## src/rtl/vram_arb_pkg.sv

```systemverilog
// Shared types and default widths for the VRAM arbiter.
package vram_arb_pkg;

  localparam int unsigned ADDR_W_DEFAULT = 22;
  localparam int unsigned DATA_W         = 16;

  // Arbiter sequencing states.
  typedef enum logic [1:0] {
    StIdle,
    StIssue,
    StWaitAcc,
    StWaitDone
  } state_e;

  // Which requester owns the current memory-controller command.
  typedef enum logic [1:0] {
    SelNone,
    SelVdp,
    SelRefresh,
    SelAux
  } sel_e;

endpackage

```

## src/rtl/vram_refresh_timer.sv

```systemverilog
// Free-running refresh interval counter with a single pending flag and a
// sticky overdue flag raised when an interval elapses before the last refresh
// was granted.
module vram_refresh_timer #(
  parameter int unsigned Interval = 842
) (
  input  logic clk,
  input  logic reset_n,
  input  logic grant,
  output logic pending,
  output logic overdue
);

  localparam int unsigned CntW = (Interval > 1) ? $clog2(Interval) : 1;
  localparam logic [CntW-1:0] CntMax = CntW'(Interval - 1);

  logic [CntW-1:0] cnt_q;
  logic            pending_q;
  logic            overdue_q;
  logic            wrap;

  assign wrap    = (cnt_q == CntMax);
  assign pending = pending_q;
  assign overdue = overdue_q;

  // Count 0..Interval-1; a wrap requests a refresh, a grant retires it.
  always_ff @(posedge clk or negedge reset_n) begin
    if (!reset_n) begin
      cnt_q     <= '0;
      pending_q <= 1'b0;
      overdue_q <= 1'b0;
    end else begin
      cnt_q <= wrap ? '0 : cnt_q + 1'b1;
      if (wrap) begin
        pending_q <= 1'b1;
      end else if (grant) begin
        pending_q <= 1'b0;
      end
      if (wrap && pending_q && !grant) begin
        overdue_q <= 1'b1;
      end
    end
  end

endmodule

```

## src/rtl/vram_arbiter.sv

```systemverilog
// Arbitrates VDP slots, periodic refresh and an auxiliary requester onto a
// single memory-controller command port. VDP > refresh > aux.
module vram_arbiter
  import vram_arb_pkg::*;
#(
  parameter int unsigned REFRESH_INTERVAL = 842,
  parameter int unsigned ADDR_W           = ADDR_W_DEFAULT
) (
  input  logic              clk,
  input  logic              reset_n,
  input  logic              vdp_slot,
  input  logic              vdp_we_n,
  input  logic [16:0]       vdp_addr,
  input  logic [7:0]        vdp_wdata,
  output logic [DATA_W-1:0] vdp_rdata,
  input  logic              aux_req,
  input  logic              aux_wr,
  input  logic [ADDR_W-1:0] aux_addr,
  input  logic [DATA_W-1:0] aux_wdata,
  input  logic [1:0]        aux_wmask,
  output logic              aux_ack,
  output logic              aux_rvalid,
  output logic [DATA_W-1:0] aux_rdata,
  output logic              mc_read,
  output logic              mc_write,
  output logic              mc_refresh,
  output logic [ADDR_W-1:0] mc_addr,
  output logic [DATA_W-1:0] mc_din,
  output logic [1:0]        mc_wdm,
  input  logic [DATA_W-1:0] mc_dout,
  input  logic              mc_busy,
  output logic              vdp_overrun,
  output logic              refresh_overdue
);

  state_e state_q, state_d;
  sel_e   sel_q, sel_d, grant_sel;

  logic              slot_q, vdp_edge, vdp_pend_q, vdp_grant, overrun_q;
  logic [16:0]       pv_addr_q, src_addr;
  logic              pv_we_n_q, src_we_n;
  logic [7:0]        pv_wdata_q, src_wdata;
  logic              ref_pend, done, active;
  logic [ADDR_W-1:0] cmd_addr_q, cmd_addr_d;
  logic [DATA_W-1:0] cmd_din_q, cmd_din_d, vdp_rdata_q, aux_rdata_q;
  logic [1:0]        cmd_wdm_q, cmd_wdm_d;
  logic              cmd_wr_q, cmd_wr_d, aux_ack_q, aux_rvalid_q;

  assign vdp_edge  = vdp_slot & ~slot_q;
  assign vdp_grant = (grant_sel == SelVdp);
  // A slot edge granted in the same cycle is served straight from the inputs.
  assign src_addr  = vdp_pend_q ? pv_addr_q  : vdp_addr;
  assign src_we_n  = vdp_pend_q ? pv_we_n_q  : vdp_we_n;
  assign src_wdata = vdp_pend_q ? pv_wdata_q : vdp_wdata;
  assign done      = (state_q == StWaitDone) && !mc_busy;
  assign active    = (state_q == StIssue) || (state_q == StWaitAcc);

  vram_refresh_timer #(
    .Interval(REFRESH_INTERVAL)
  ) u_refresh_timer (
    .clk    (clk),
    .reset_n(reset_n),
    .grant  (grant_sel == SelRefresh),
    .pending(ref_pend),
    .overdue(refresh_overdue)
  );

  // Next-state and grant decision; priority only evaluated in idle.
  always_comb begin
    state_d   = state_q;
    sel_d     = sel_q;
    grant_sel = SelNone;
    unique case (state_q)
      StIdle: begin
        if (!mc_busy) begin
          if (vdp_pend_q || vdp_edge) begin
            grant_sel = SelVdp;
          end else if (ref_pend) begin
            grant_sel = SelRefresh;
          end else if (aux_req) begin
            grant_sel = SelAux;
          end
          if (grant_sel != SelNone) begin
            state_d = StIssue;
            sel_d   = grant_sel;
          end
        end
      end
      StIssue:    state_d = StWaitAcc;
      StWaitAcc:  if (mc_busy) state_d = StWaitDone;
      StWaitDone: if (!mc_busy) state_d = StIdle;
      default:    state_d = StIdle;
    endcase
  end

  // Command fields latched at grant so later requests cannot disturb them.
  always_comb begin
    cmd_addr_d = cmd_addr_q;
    cmd_din_d  = cmd_din_q;
    cmd_wdm_d  = cmd_wdm_q;
    cmd_wr_d   = cmd_wr_q;
    unique case (grant_sel)
      SelVdp: begin
        cmd_addr_d = ADDR_W'(src_addr[15:0]);
        cmd_din_d  = {src_wdata, src_wdata};
        cmd_wdm_d  = {~src_addr[16], src_addr[16]};
        cmd_wr_d   = ~src_we_n;
      end
      SelAux: begin
        cmd_addr_d = aux_addr;
        cmd_din_d  = aux_wdata;
        cmd_wdm_d  = aux_wmask;
        cmd_wr_d   = aux_wr;
      end
      SelRefresh: begin
        cmd_addr_d = '0;
        cmd_din_d  = '0;
        cmd_wdm_d  = '0;
        cmd_wr_d   = 1'b0;
      end
      default: ;
    endcase
  end

  // State, command and read-return registers.
  always_ff @(posedge clk or negedge reset_n) begin
    if (!reset_n) begin
      state_q      <= StIdle;
      sel_q        <= SelNone;
      cmd_addr_q   <= '0;
      cmd_din_q    <= '0;
      cmd_wdm_q    <= '0;
      cmd_wr_q     <= 1'b0;
      aux_ack_q    <= 1'b0;
      aux_rvalid_q <= 1'b0;
      vdp_rdata_q  <= '0;
      aux_rdata_q  <= '0;
    end else begin
      state_q      <= state_d;
      sel_q        <= sel_d;
      cmd_addr_q   <= cmd_addr_d;
      cmd_din_q    <= cmd_din_d;
      cmd_wdm_q    <= cmd_wdm_d;
      cmd_wr_q     <= cmd_wr_d;
      aux_ack_q    <= (grant_sel == SelAux);
      aux_rvalid_q <= done && !cmd_wr_q && (sel_q == SelAux);
      if (done && !cmd_wr_q && (sel_q == SelVdp)) vdp_rdata_q <= mc_dout;
      if (done && !cmd_wr_q && (sel_q == SelAux)) aux_rdata_q <= mc_dout;
    end
  end

  // VDP slot edge capture; an unserved request overwritten by a new edge is an overrun.
  always_ff @(posedge clk or negedge reset_n) begin
    if (!reset_n) begin
      slot_q     <= 1'b0;
      vdp_pend_q <= 1'b0;
      pv_addr_q  <= '0;
      pv_we_n_q  <= 1'b0;
      pv_wdata_q <= '0;
      overrun_q  <= 1'b0;
    end else begin
      slot_q <= vdp_slot;
      if (vdp_edge) begin
        pv_addr_q  <= vdp_addr;
        pv_we_n_q  <= vdp_we_n;
        pv_wdata_q <= vdp_wdata;
        vdp_pend_q <= vdp_pend_q | ~vdp_grant;
        if (vdp_pend_q && !vdp_grant) overrun_q <= 1'b1;
      end else if (vdp_grant) begin
        vdp_pend_q <= 1'b0;
      end
    end
  end

  assign mc_refresh  = active && (sel_q == SelRefresh);
  assign mc_read     = active && ((sel_q == SelVdp) || (sel_q == SelAux)) && !cmd_wr_q;
  assign mc_write    = active && ((sel_q == SelVdp) || (sel_q == SelAux)) && cmd_wr_q;
  assign mc_addr     = cmd_addr_q;
  assign mc_din      = cmd_din_q;
  assign mc_wdm      = cmd_wdm_q;
  assign aux_ack     = aux_ack_q;
  assign aux_rvalid  = aux_rvalid_q;
  assign vdp_rdata   = vdp_rdata_q;
  assign aux_rdata   = aux_rdata_q;
  assign vdp_overrun = overrun_q;

endmodule

```

## config.mk

```make
export PLATFORM = sky130hd
export DESIGN_NAME = vram_arbiter
export DESIGN_NICKNAME = d
export VERILOG_FILES = /design/src/rtl/vram_arb_pkg.sv /design/src/rtl/vram_refresh_timer.sv /design/src/rtl/vram_arbiter.sv
export SDC_FILE = /design/constraint.sdc
export NUM_CORES = 1
export LEC_CHECK = 0
export CAP_MARGIN = 20
export CORE_MARGIN = 2
export CORE_UTILIZATION = 50
export CTS_CLUSTER_SIZE = 8
export DETAILED_ROUTE_END_ITERATION = 6
export PLACE_DENSITY = 0.88
export SLEW_MARGIN = 10
export SYNTH_ARGS = -nofsm -noshare
export SYNTH_HDL_FRONTEND = slang
export SYNTH_SLANG_ARGS = --single-unit
```

## constraint.sdc

```tcl
create_clock -name clk -period 4.4 [get_ports clk]
set_input_delay 0.44 -clock clk [delete_from_list [all_inputs] [get_ports clk]]
set_output_delay 0.44 -clock clk [all_outputs]
set_load 0.005 [all_outputs]
```

Yosys cells after proc, flatten, opt, wreduce, memory -nomap -nowiden:

Index checks and enable logic that the tools add are counted.

* bitwise logic cells: 7
* eq/ne operators: 14
* reduce and logical (&&, ||, !) cells: 26
* add/sub/neg operators: 1
* mux-type cells: 24

Operator list (number)
* $pmux 22 s3: 1
* $pmux 16 s3: 1
* $mux 2: 11
* $mux 17: 1
* $eq 2x2->1 const B: 6
* $logic_and 1x1->1: 11
* $add 10x1->10 const B: 1
* $eq 10x10->1 const B: 1
* $mux 10: 1
* $mux 8: 1
* $ne 2x2->1 const B: 4
* $pmux 2 s4: 1
* $eq 2x1->1 const B: 3
* $pmux 2 s3: 1
* $reduce_bool 2->1: 3
* $mux 1: 5
* $not 1->1: 5
* $logic_not 1->1: 4
* $reduce_and 4->1: 1
* $logic_or 1x1->1: 3
* $pmux 1 s3: 1
* $reduce_and 3->1: 1
* $reduce_bool 3->1: 1
* $logic_not 2->1: 1
* other kinds (3): 3

* bits of input ports: 88
* bits in registers: 120
* word-level logic and storage cells: 91
* output and inout port bits: 79

Depth between registers and ports, before layout:

Gate-level depths: netlist of run 1.

* depth after elaboration: 12
* gate-level depth with buffers: 8
* mapped depth without buffers: 6

Modules after synthesis:

A second synthesis of run 1 with hierarchy kept.

* cells, all modules: 528
* area, all modules: 5541.6 um^2

Modules (own cells, without submodules)
* vram_arbiter: cells an instance 478, times used 1, area an instance 4992.3 um^2, seq. area each 2702.6 um^2
* vram_refresh_timer: cells an instance 50, times used 1, area an instance 549.3 um^2, seq. area each 300.3 um^2

Worst setup path before layout of run 1:

OpenSTA, ideal clock, no wires.

* path kind: register to register
* start point: reg state_q[0]
* end point: reg cmd_addr_q[10] (netlist: mc_addr[10])
* required time: 4.277 ns
* clock period less this slack: 1.784 ns
* slack: 2.616 ns
* setup time: 0.123 ns
* arrival time: 1.662 ns
* path buffers: 1
* stages on the path, launching flop included: 8
* path through: dfrtp_1 inv_1 ha_1 nand2b_4 or4_4 buf_6 a221oi_2 nor2_1

* longest elaborated chain between the ends: 4
* elaborated cells between the ends (all ways): 7
* classes of those cells: eq/ne (3); mux (2); reduce/logical (2)

Ends and longest elaborated chain
* start: declaration: RTL line vram_arbiter.sv:36 `state_e state_q, state_d;`
* start signal: assignment: RTL line vram_arbiter.sv:128 `state_q <= StIdle;`
* start signal: assignment: RTL line vram_arbiter.sv:139 `state_q <= state_d;`
* $logic_not 2->1 *: RTL line vram_arbiter.sv:73 `unique case (state_q)`
* $mux 2 *: RTL line vram_arbiter.sv:73
* $eq 2x2->1 or $eq 2x1->1 (tied branches): RTL line vram_arbiter.sv:102 `unique case (grant_sel)`
* $pmux 22 s3 or $reduce_bool 3->1 (tied branches)
* end signal: assignment: RTL line vram_arbiter.sv:141 `cmd_addr_q <= cmd_addr_d;`
* end: declaration: RTL line vram_arbiter.sv:44 `logic [ADDR_W-1:0] cmd_addr_q, cmd_addr_d;`

Every way passes the cells marked *; elsewhere a longest branch is shown, timed or not.
A chain may end at the register's enable or synchronous reset.

Final worst setup path of run 1:

* start point: reg vdp_pend_q
* end point: reg cmd_wdm_q[1] (netlist: mc_wdm[1])

* longest elaborated chain between the ends: 8
* elaborated cells between the ends (all ways): 13
* classes of those cells: eq/ne (3); mux (7); bitwise (1); reduce/logical (2)

Ends and longest elaborated chain
* start: declaration: RTL line vram_arbiter.sv:39 `logic slot_q, vdp_edge, vdp_pend_q, vdp_grant, overrun_q;`
* start signal: assignment: RTL line vram_arbiter.sv:167 `vdp_pend_q <= vdp_pend_q | ~vdp_grant;`
* $logic_or 1x1->1: RTL line vram_arbiter.sv:76 `if (vdp_pend_q || vdp_edge) begin`
* $mux 2: RTL line vram_arbiter.sv:76
* $mux 2: RTL line vram_arbiter.sv:75 `if (!mc_busy) begin`
* $mux 2: RTL line vram_arbiter.sv:73
* $mux 2: RTL line vram_arbiter.sv:75
* $mux 2: RTL line vram_arbiter.sv:73
* $eq 2x2->1 or $eq 2x1->1 (tied branches): RTL line vram_arbiter.sv:102
* $pmux 2 s3 or $reduce_bool 3->1 (tied branches)
* end signal: assignment: RTL line vram_arbiter.sv:143 `cmd_wdm_q <= cmd_wdm_d;`
* end: declaration: RTL line vram_arbiter.sv:46 `logic [1:0] cmd_wdm_q, cmd_wdm_d;`

Parallel ways exist; a longest one is shown, timed or not. The select of a mux whose other input is x is not followed.

==> metrics.md, run 1 <==
| Metric | Value |
|---|---|
| Static Leakage | 3.44 nW |
| Metal2 WL | 7350 um |
| Synth Area in Compound Gates | 11.9% |
| Number of flops mapped to enable cells by yosys | 0 |
| Commonest non-fill, non-tap cells in the layout | clkdlybuf4s50_1, dfrtp_1, nand2_1 |
| CTS tree | done |
| Rows | 37 |
| ANT cells | 0 |
| CTS Buffer Depth | 2 |
| Min-Delay Path Depth | 1 |
| Worst Hold Launch | vdp_slot |
| Initial Utilization | 51.6% |
| Vias in the first global route | 4,599 |
| Combinational fraction of design power | 35.2% |
| Net Sw Power | 1.47 mW |
| Final Hold Fails | 0 |
| Commonest non-fill, non-tap cell in the layout | clkdlybuf4s50_1 |
| Rel. slew slack | 26.9% |
| Critical Path RT | 4.83 ns |
| Simple-gate portion of the synthesized area | 15.0% |
| Startpoint Class | flip-flop |
| Yosys cell types | 41 |
| Synth Register Bits | 120 |
| Top FF cell, synth | dfrtp_1 |
| RSZ-0062 raised after global routing | false |
| First-pass GRT wire length | 22,700 um |
| Worst VDD drop | 459 uV |
| Fmax | 384 MHz |
| Final global-route overflow total | 0 |
| Hold Crit Endpoint | slot_q |
| Synth Area in Adders | 1.41% |
| Warnings from Yosys | 0 |
| Multiplexer share of the synthesized area | 11.1% |
| Status | finished clean |
| Vias per inst | 5.52 |
| Routed WL | 14,400 um |
| Gp weighted congestion | 0.796 |
| Switching part of the total | 30.7% |
| Synthesized area | 5330 sq um |
| XOR/XNOR share of the synthesized area | 1.15% |
| Syn_area_per_cell | 11.1 sq um |
| Largest family of logic cells by synthesized area | simple AND/OR/NAND/NOR gates |
| Clk_skew | 0.00789 ns |
| Internal power | 3.31 mW |
| Area Growth Syn to Fin | 44.7% |
| Die height | 107 um |
| Clock share of power | 29.5% |
| Max-slew violations | 0 |
| DRC viols | 0 |
| Worst r2r path cells | 5 |
| Post-Place Cell Area | 7080 sq um |
| Maximum number of pins on one net before global-route repair | 90 |
| Initial antenna violation count | 0 |
| Full die area | 11,500 sq um |
| Die width | 107 um |
| Layout cells sized above 1 | 17.1% |
| Setup Buffers After CTS | 0 |
| Drt wl/cell | 18.2 um |
| Clk Latency, worst-skew pair | 0.52 ns |
| Clock sinks | 120 |
| Layout Nets | 736 |
| Sequential Power Share | 35.3% |
| Reg-to-Reg Start | vdp_pend_q |
| Gr usage total | 25.6% |
| Crit path time final | 2.61 ns |
| Seq/Total Area, Yosys | 56.3% |
| Final instance area | 7720 sq um |
| Arrival time at the worst endpoint | 3.03 ns |
| Port-buffer cells | 166 |
| Tcrit/Tclk final | 59.3% |
| R2R setup slack | 1.79 ns |
| I/O pin total | 167 |
| Top Layer Used | met4 |
| Met1 wire length | 5600 um |
| Number of DRC markers in iteration 0 | 307 |
| HPWL after detailed placement | 9550 um |
| Cell area power density | 619 nW/um^2 |
| Setup_tns | 0 ns |
| Worst-path clk slew | 0.06 ns |
| Max Cap Viol | 0 |
| Crit Path Category | flip-flop to flip-flop |
| Met3 wire len | 1150 um |
| Asr flop ratio synth | 100% |
| CP Max Fanout | 43 |
| Hold Crit Class | input pin to flip-flop |
| CTS root buf | clkbuf_8 |
| Mapped Cells | 479 |
| H-tree levels | 4 |
| Net count after synthesis | 573 |
| First drt pass iteration count | 5 |
| Crit end category | flip-flop |
| Core box area | 10,300 sq um |
| Count of final setup violators | 0 |
| Final ANT Viol Nets | 0 |
| R2r endpoint | mc_wdm[1] |
| TritonCTS Buffers | 17 |
| Via Count | 4,370 |
| Actual slew at the worst max-slew pin | 1.09 ns |
-- cell families after synthesis --
logic type,Yosys count
muxes,53
xor gates and xnor gates,7
buffers and inverters,35
DFF,120
AOI/OAI and AO/OA,80
and+or+nand+nor,178
adders and majority gates,6
-- worst max-delay path by stage --
stage               start           to  slack [ns]  cells after the start
2_1_floorplan  state_q[0]  mc_addr[10]        2.62                      7
3_3_place_gp      mc_busy    mc_wdm[1]        1.72                      5
3_5_place_dp      mc_busy    mc_wdm[1]        1.64                      5
4_1_cts        vdp_pend_q    mc_wdm[1]        1.83                      5
5_1_grt        vdp_pend_q    mc_wdm[1]        1.64                      5
6_report       vdp_pend_q    mc_wdm[1]        1.79                      5
-- power by group through the flow --
stage	sequential [mW]	combinational [mW]	clock [mW]
after floorplan	1.68	0.742	0
after global placement	1.67	1.60	0
after detailed placement	1.69	1.67	0
after CTS	1.68	1.69	1.42
after global routing	1.72	1.82	1.48
final	1.69	1.68	1.41
-- per-layer routing --
layer,vias to the layer above,global-route usage [%]
li1,1988,-
met1,2152,31.0
met2,201,43.4
met3,29,7.51
met4,0,9.37
met5,-,0
-- synth_stat cells (4+ instances only) --
cell type | number | share of area [%]
dfrtp_1 | 120 | 56
nand2_1 | 85 | 6.0
inv_1 | 7 | 0.49
or3_1 | 9 | 1.1
o211ai_1 | 8 | 1.1
buf_1 | 4 | 0.28
clkbuf_1 | 11 | 0.77
xor2_1 | 4 | 0.66
mux2_2 | 47 | 9.9
a22o_1 | 6 | 0.99
nand3_1 | 4 | 0.38
ha_1 | 6 | 1.4
a221oi_2 | 16 | 4.5
o21ai_0 | 4 | 0.38
nor2_1 | 59 | 4.2
buf_2 | 11 | 1.0
a21oi_1 | 35 | 3.3
-- through the flow --
stage | setup WS, ns | utilization [%] | total power, mW | instances | hold slack (ns)
floorplan | 2.62 | - | 2.42 | 479 | 0.144
global placement | 1.72 | 68.5 | 3.27 | 757 | 0.453
detailed placement | 1.64 | 68.5 | 3.36 | 757 | 0.460
CTS | 1.83 | 74.4 | 4.79 | 789 | 0.170
global route | 1.64 | 74.7 | 5.02 | 791 | 0.421
finish | 1.79 | 74.7 | 4.78 | 791 | 0.432
-- cell type report --
type	instances	area [sq um]
Clock buffer	17	414
Multi-Input combinational cell	324	2190
Tap cell	136	170
Fill cell	647	2610
Clock inverter	15	189
Sequential cell	120	3000
Inverter	7	26.3
Timing Repair Buffer	172	1730
-- worst max-delay path, stage by stage (launching register included) --
cell,delay [ns]
dfrtp_1,0.35
buf_4,0.25
inv_1,0.40
and4_2,1.07
a21oi_1,0.17
a211oi_1,0.26
-- timing repair --
item                      in CTS  in global routing
hold buffers                   0                  1
resized for setup              0                  0
hold endpoints to repair       0                 37
-- registers in the layout (all words and copies together), names as in the netlist, 2 cells and up --
register	cells
aux_rdata	16
mc_addr	22
mc_din	16
mc_wdm	2
pv_addr_q	17
pv_wdata_q	8
sel_q	2
state_q	2
u_refresh_timer.cnt_q	10
vdp_rdata	16
No activity file was read; power rests on OpenSTA's default activity.
==> run 2, diff against run 1 <==
--- a/config.mk
+++ b/config.mk
@@ -7,10 +7,10 @@
 export LEC_CHECK = 0
 export CAP_MARGIN = 20
 export CORE_MARGIN = 2
-export CORE_UTILIZATION = 50
+export CORE_UTILIZATION = 47
 export CTS_CLUSTER_SIZE = 8
 export DETAILED_ROUTE_END_ITERATION = 6
-export PLACE_DENSITY = 0.88
+export PLACE_DENSITY = 0.84
 export SLEW_MARGIN = 10
 export SYNTH_ARGS = -nofsm -noshare
 export SYNTH_HDL_FRONTEND = slang
==> constraint.sdc (replaced) <==
create_clock -name clk -period 2.59 [get_ports clk]
set_input_delay 0.259 -clock clk [delete_from_list [all_inputs] [get_ports clk]]
set_output_delay 0.259 -clock clk [all_outputs]
set_load 0.005 [all_outputs]
==> run 2 against run 1 <==
  * Clock skew grew 0.0028 ns
  * Largest cell class unchanged
  * Design area increased by 0.26%
  * Register-to-register slack got worse by 1.3 ns
  * Wire length is 2.4% lower
  * Highest routed layer unchanged
  * Global-route usage fell by 1.2 points
  * Flip-flop and latch count is the same
  * Critical path type is now flip-flop to primary output
  * Setup slack lost 1.4 ns
  * Final cell count is 0.76% higher
  * Sequential power rose by 68%
  * Via count decreased by 1.4%
==> metrics.md, run 2 (synthesis gave the netlist of run 1 again) <==
| Metric | Value |
|---|---|
| Status | finished clean (unchanged) |
| Worst r2r path cells | 6 (was 5) |
| Full die area | 12,200 sq um (was 11,500 sq um) |
| Initial antenna violation count | 0 (unchanged) |
| Net Sw Power | 2.30 mW (was 1.47 mW) |
| ANT cells | 0 (unchanged) |
| Clk Latency, worst-skew pair | 0.41 ns (was 0.52 ns) |
| Critical Path End | mc_refresh (was mc_wdm[1]) |
| Count of final setup violators | 0 (unchanged) |
| Post-Place Cell Area | 7170 sq um (was 7080 sq um) |
| Vias per inst | 5.40 (was 5.52) |
| Area Growth Syn to Fin | 45.1% (was 44.7%) |
| Max Cap Viol | 0 (unchanged) |
| CP Max Fanout | 4 (was 43) |
| Static Leakage | 3.46 nW (was 3.44 nW) |
| CTS tree | done (unchanged) |
| Commonest non-fill, non-tap cells in the layout | clkdlybuf4s50_1, dfrtp_1, nand2_1 (unchanged) |
| Worst VDD drop | 555 uV (was 459 uV) |
| Resized Gates After CTS | 0 (unchanged) |
| Layout Nets | 742 (was 736) |
| Clock sinks | 120 (unchanged) |
| First-pass GRT wire length | 23,500 um (was 22,700 um) |
| Routed WL | 14,100 um (was 14,400 um) |
| Crit end category | primary output (was flip-flop) |
| DRC viols | 0 (unchanged) |
| Clk_skew | 0.0107 ns (was 0.00789 ns) |
| Number of DRC markers in iteration 0 | 307 (unchanged) |
| Final ANT Viol Nets | 0 (unchanged) |
| Cell area power density | 1020 nW/um^2 (was 619 nW/um^2) |
| Rel. slew slack | 52.4% (was 26.9%) |
| CTS Buffer Depth | 2 (unchanged) |
| Arrival time at the worst endpoint | 1.93 ns (was 3.03 ns) |
| Crit path time final | 2.19 ns |
| Hold Crit Class | input pin to async pin (was input pin to flip-flop) |
| Final global-route overflow total | 0 (unchanged) |
| CP max-delay cell | clkdlybuf4s50_1 (was and4_2) |
| Core box area | 10,900 sq um (was 10,300 sq um) |
| Reg-to-Reg Start | state_q[0] (was vdp_pend_q) |
| Fmax | 457 MHz |
| CTS root buf | clkbuf_16 (was clkbuf_8) |
| Drt wl/cell | 17.7 um (was 18.2 um) |
| Clock share of power | 27.8% (was 29.5%) |
| RSZ-0062 raised after global routing | false (unchanged) |
| Gr usage total | 24.3% (was 25.6%) |
| Tcrit/Tclk final | 84.6% |
| R2r endpoint | mc_wdm[1] (unchanged) |
| Maximum number of pins on one net before global-route repair | 64 (was 90) |
| Combinational fraction of design power | 36.3% (was 35.2%) |
| Critical Path, Cell by Cell | inv_1 -> ha_1 -> and3_1 -> clkdlybuf4s50_1 (was buf_4 -> inv_1 -> and4_2 -> a21oi_1 -> a211oi_1) |
| Switching part of the total | 29.1% (was 30.7%) |
| Max-slew violations | 0 (unchanged) |
| Critical Path RT | 2.33 ns (was 4.83 ns) |
| Final instance area | 7740 sq um (was 7720 sq um) |
| Setup crit start | state_q[0] (was vdp_pend_q) |
| Worst-path clk slew | 0.05 ns (was 0.06 ns) |
| Final Hold Fails | 0 (unchanged) |
| Actual slew at the worst max-slew pin | 0.712 ns (was 1.09 ns) |
| Startpoint Class | flip-flop (unchanged) |
| Fill cell count | 793 (was 647) |
| Internal power | 5.62 mW (was 3.31 mW) |
| Port-buffer cells | 166 (unchanged) |
| Rows | 38 (was 37) |
| Die width | 111 um (was 107 um) |
| R2R setup slack | 0.50 ns (was 1.79 ns) |
| Sequential Power Share | 35.9% (was 35.3%) |
| Commonest non-fill, non-tap cell in the layout | clkdlybuf4s50_1 (unchanged) |
| I/O pin total | 167 (unchanged) |
| Gp weighted congestion | 0.833 (was 0.796) |
| H-tree levels | 4 (unchanged) |
| Initial Utilization | 48.8% (was 51.6%) |
| Via Count | 4,307 (was 4,370) |
| Flip-flop count of the largest register after layout | 22 (unchanged) |
| Setup_tns | 0 ns (unchanged) |
| Max incr delay on CP | 0.56 ns (was 1.07 ns) |
| Die height | 111 um (was 107 um) |
| Vias in the first global route | 4,609 (was 4,599) |
| Layout cells sized above 1 | 17.0% (was 17.1%) |
| HPWL after detailed placement | 9860 um (was 9550 um) |
| First drt pass iteration count | 4 (was 5) |
| TritonCTS Buffers | 17 (unchanged) |
| Crit Path Category | flip-flop to primary output (was flip-flop to flip-flop) |
## run 2: cell count changes in the layout (fill, tap and decap cells not counted), sizes merged
| cell | delta |
|---|---|
| clkbuf | +8 |
| buf | +6 |
| inv | -6 |
| bufinv | -2 |
| clkinv | -2 |
| clkinvlp | -2 |
## run 2: what timing repair did
action | in CTS | in global routing
hold buffers | 1 | 0
buffers inserted | 0 | 0
hold endpoints to repair | 14 | 0
setup endpoints to repair | 0 | 0
## run 2: area by class of cell
class | count | area (sq um) | area share [%]
Clock buffer | 25 | 515 | 6.66
Clock inverter | 3 | 40.0 | 0.518
Inverter | 7 | 26.3 | 0.340
Multi-Input combinational cell | 324 | 2190 | 28.3
Sequential cell | 120 | 3000 | 38.8
Tap cell | 140 | 175 | 2.26
Timing Repair Buffer | 178 | 1790 | 23.1
## run 2: how the worst min path moves through the flow
stage,start,to,slack [ns]
2_1_floorplan,reset_n,aux_ack,-0.04
3_3_place_gp,reset_n,mc_din[12],0.13
3_5_place_dp,reset_n,mc_din[12],0.14
4_1_cts,reset_n,mc_din[6],0.25
5_1_grt,reset_n,mc_din[7],0.26
6_report,reset_n,mc_din[6],0.25
## run 2: through the flow
stage,hold slack (ns),util [%],setup WS [ns],instances,total power [mW]
floorplan,-0.0366,-,0.806,479,4.11
global placement,0.128,65.6,0.346,768,5.60
detailed placement,0.137,65.6,0.250,768,5.74
CTS,0.255,70.7,0.388,797,7.98
global route,0.262,70.7,0.303,797,8.37
finish,0.253,70.7,0.400,797,7.92
## run 2: metal layers
metal	vias to the layer above	share of wire, %	global-route usage, %	wire length [um]
met4	0	2.7	9.83	387
met3	31	6.6	7.96	934
li1	2001	-	-	-
met5	-	0	0	0
met2	185	50	40.2	7030
met1	2090	41	29.6	5730
## run 2: critical path: cells and delay by family (launching register included)
kind	cells	cell delay [ns]
buffers and inverters	2	0.65
flip-flops	1	0.38
adder cells (fa/ha/maj)	1	0.34
AND/OR/NAND/NOR	1	0.16
## run 2: power groups by stage
stage	Combinational [mW]	Clock, mW	Sequential (mW)
2_1_floorplan	1.26	0	2.85
3_3_place_gp	2.77	0	2.82
3_5_place_dp	2.88	0	2.86
4_1_cts	2.91	2.23	2.84
5_1_grt	3.13	2.33	2.91
6_report	2.87	2.20	2.84
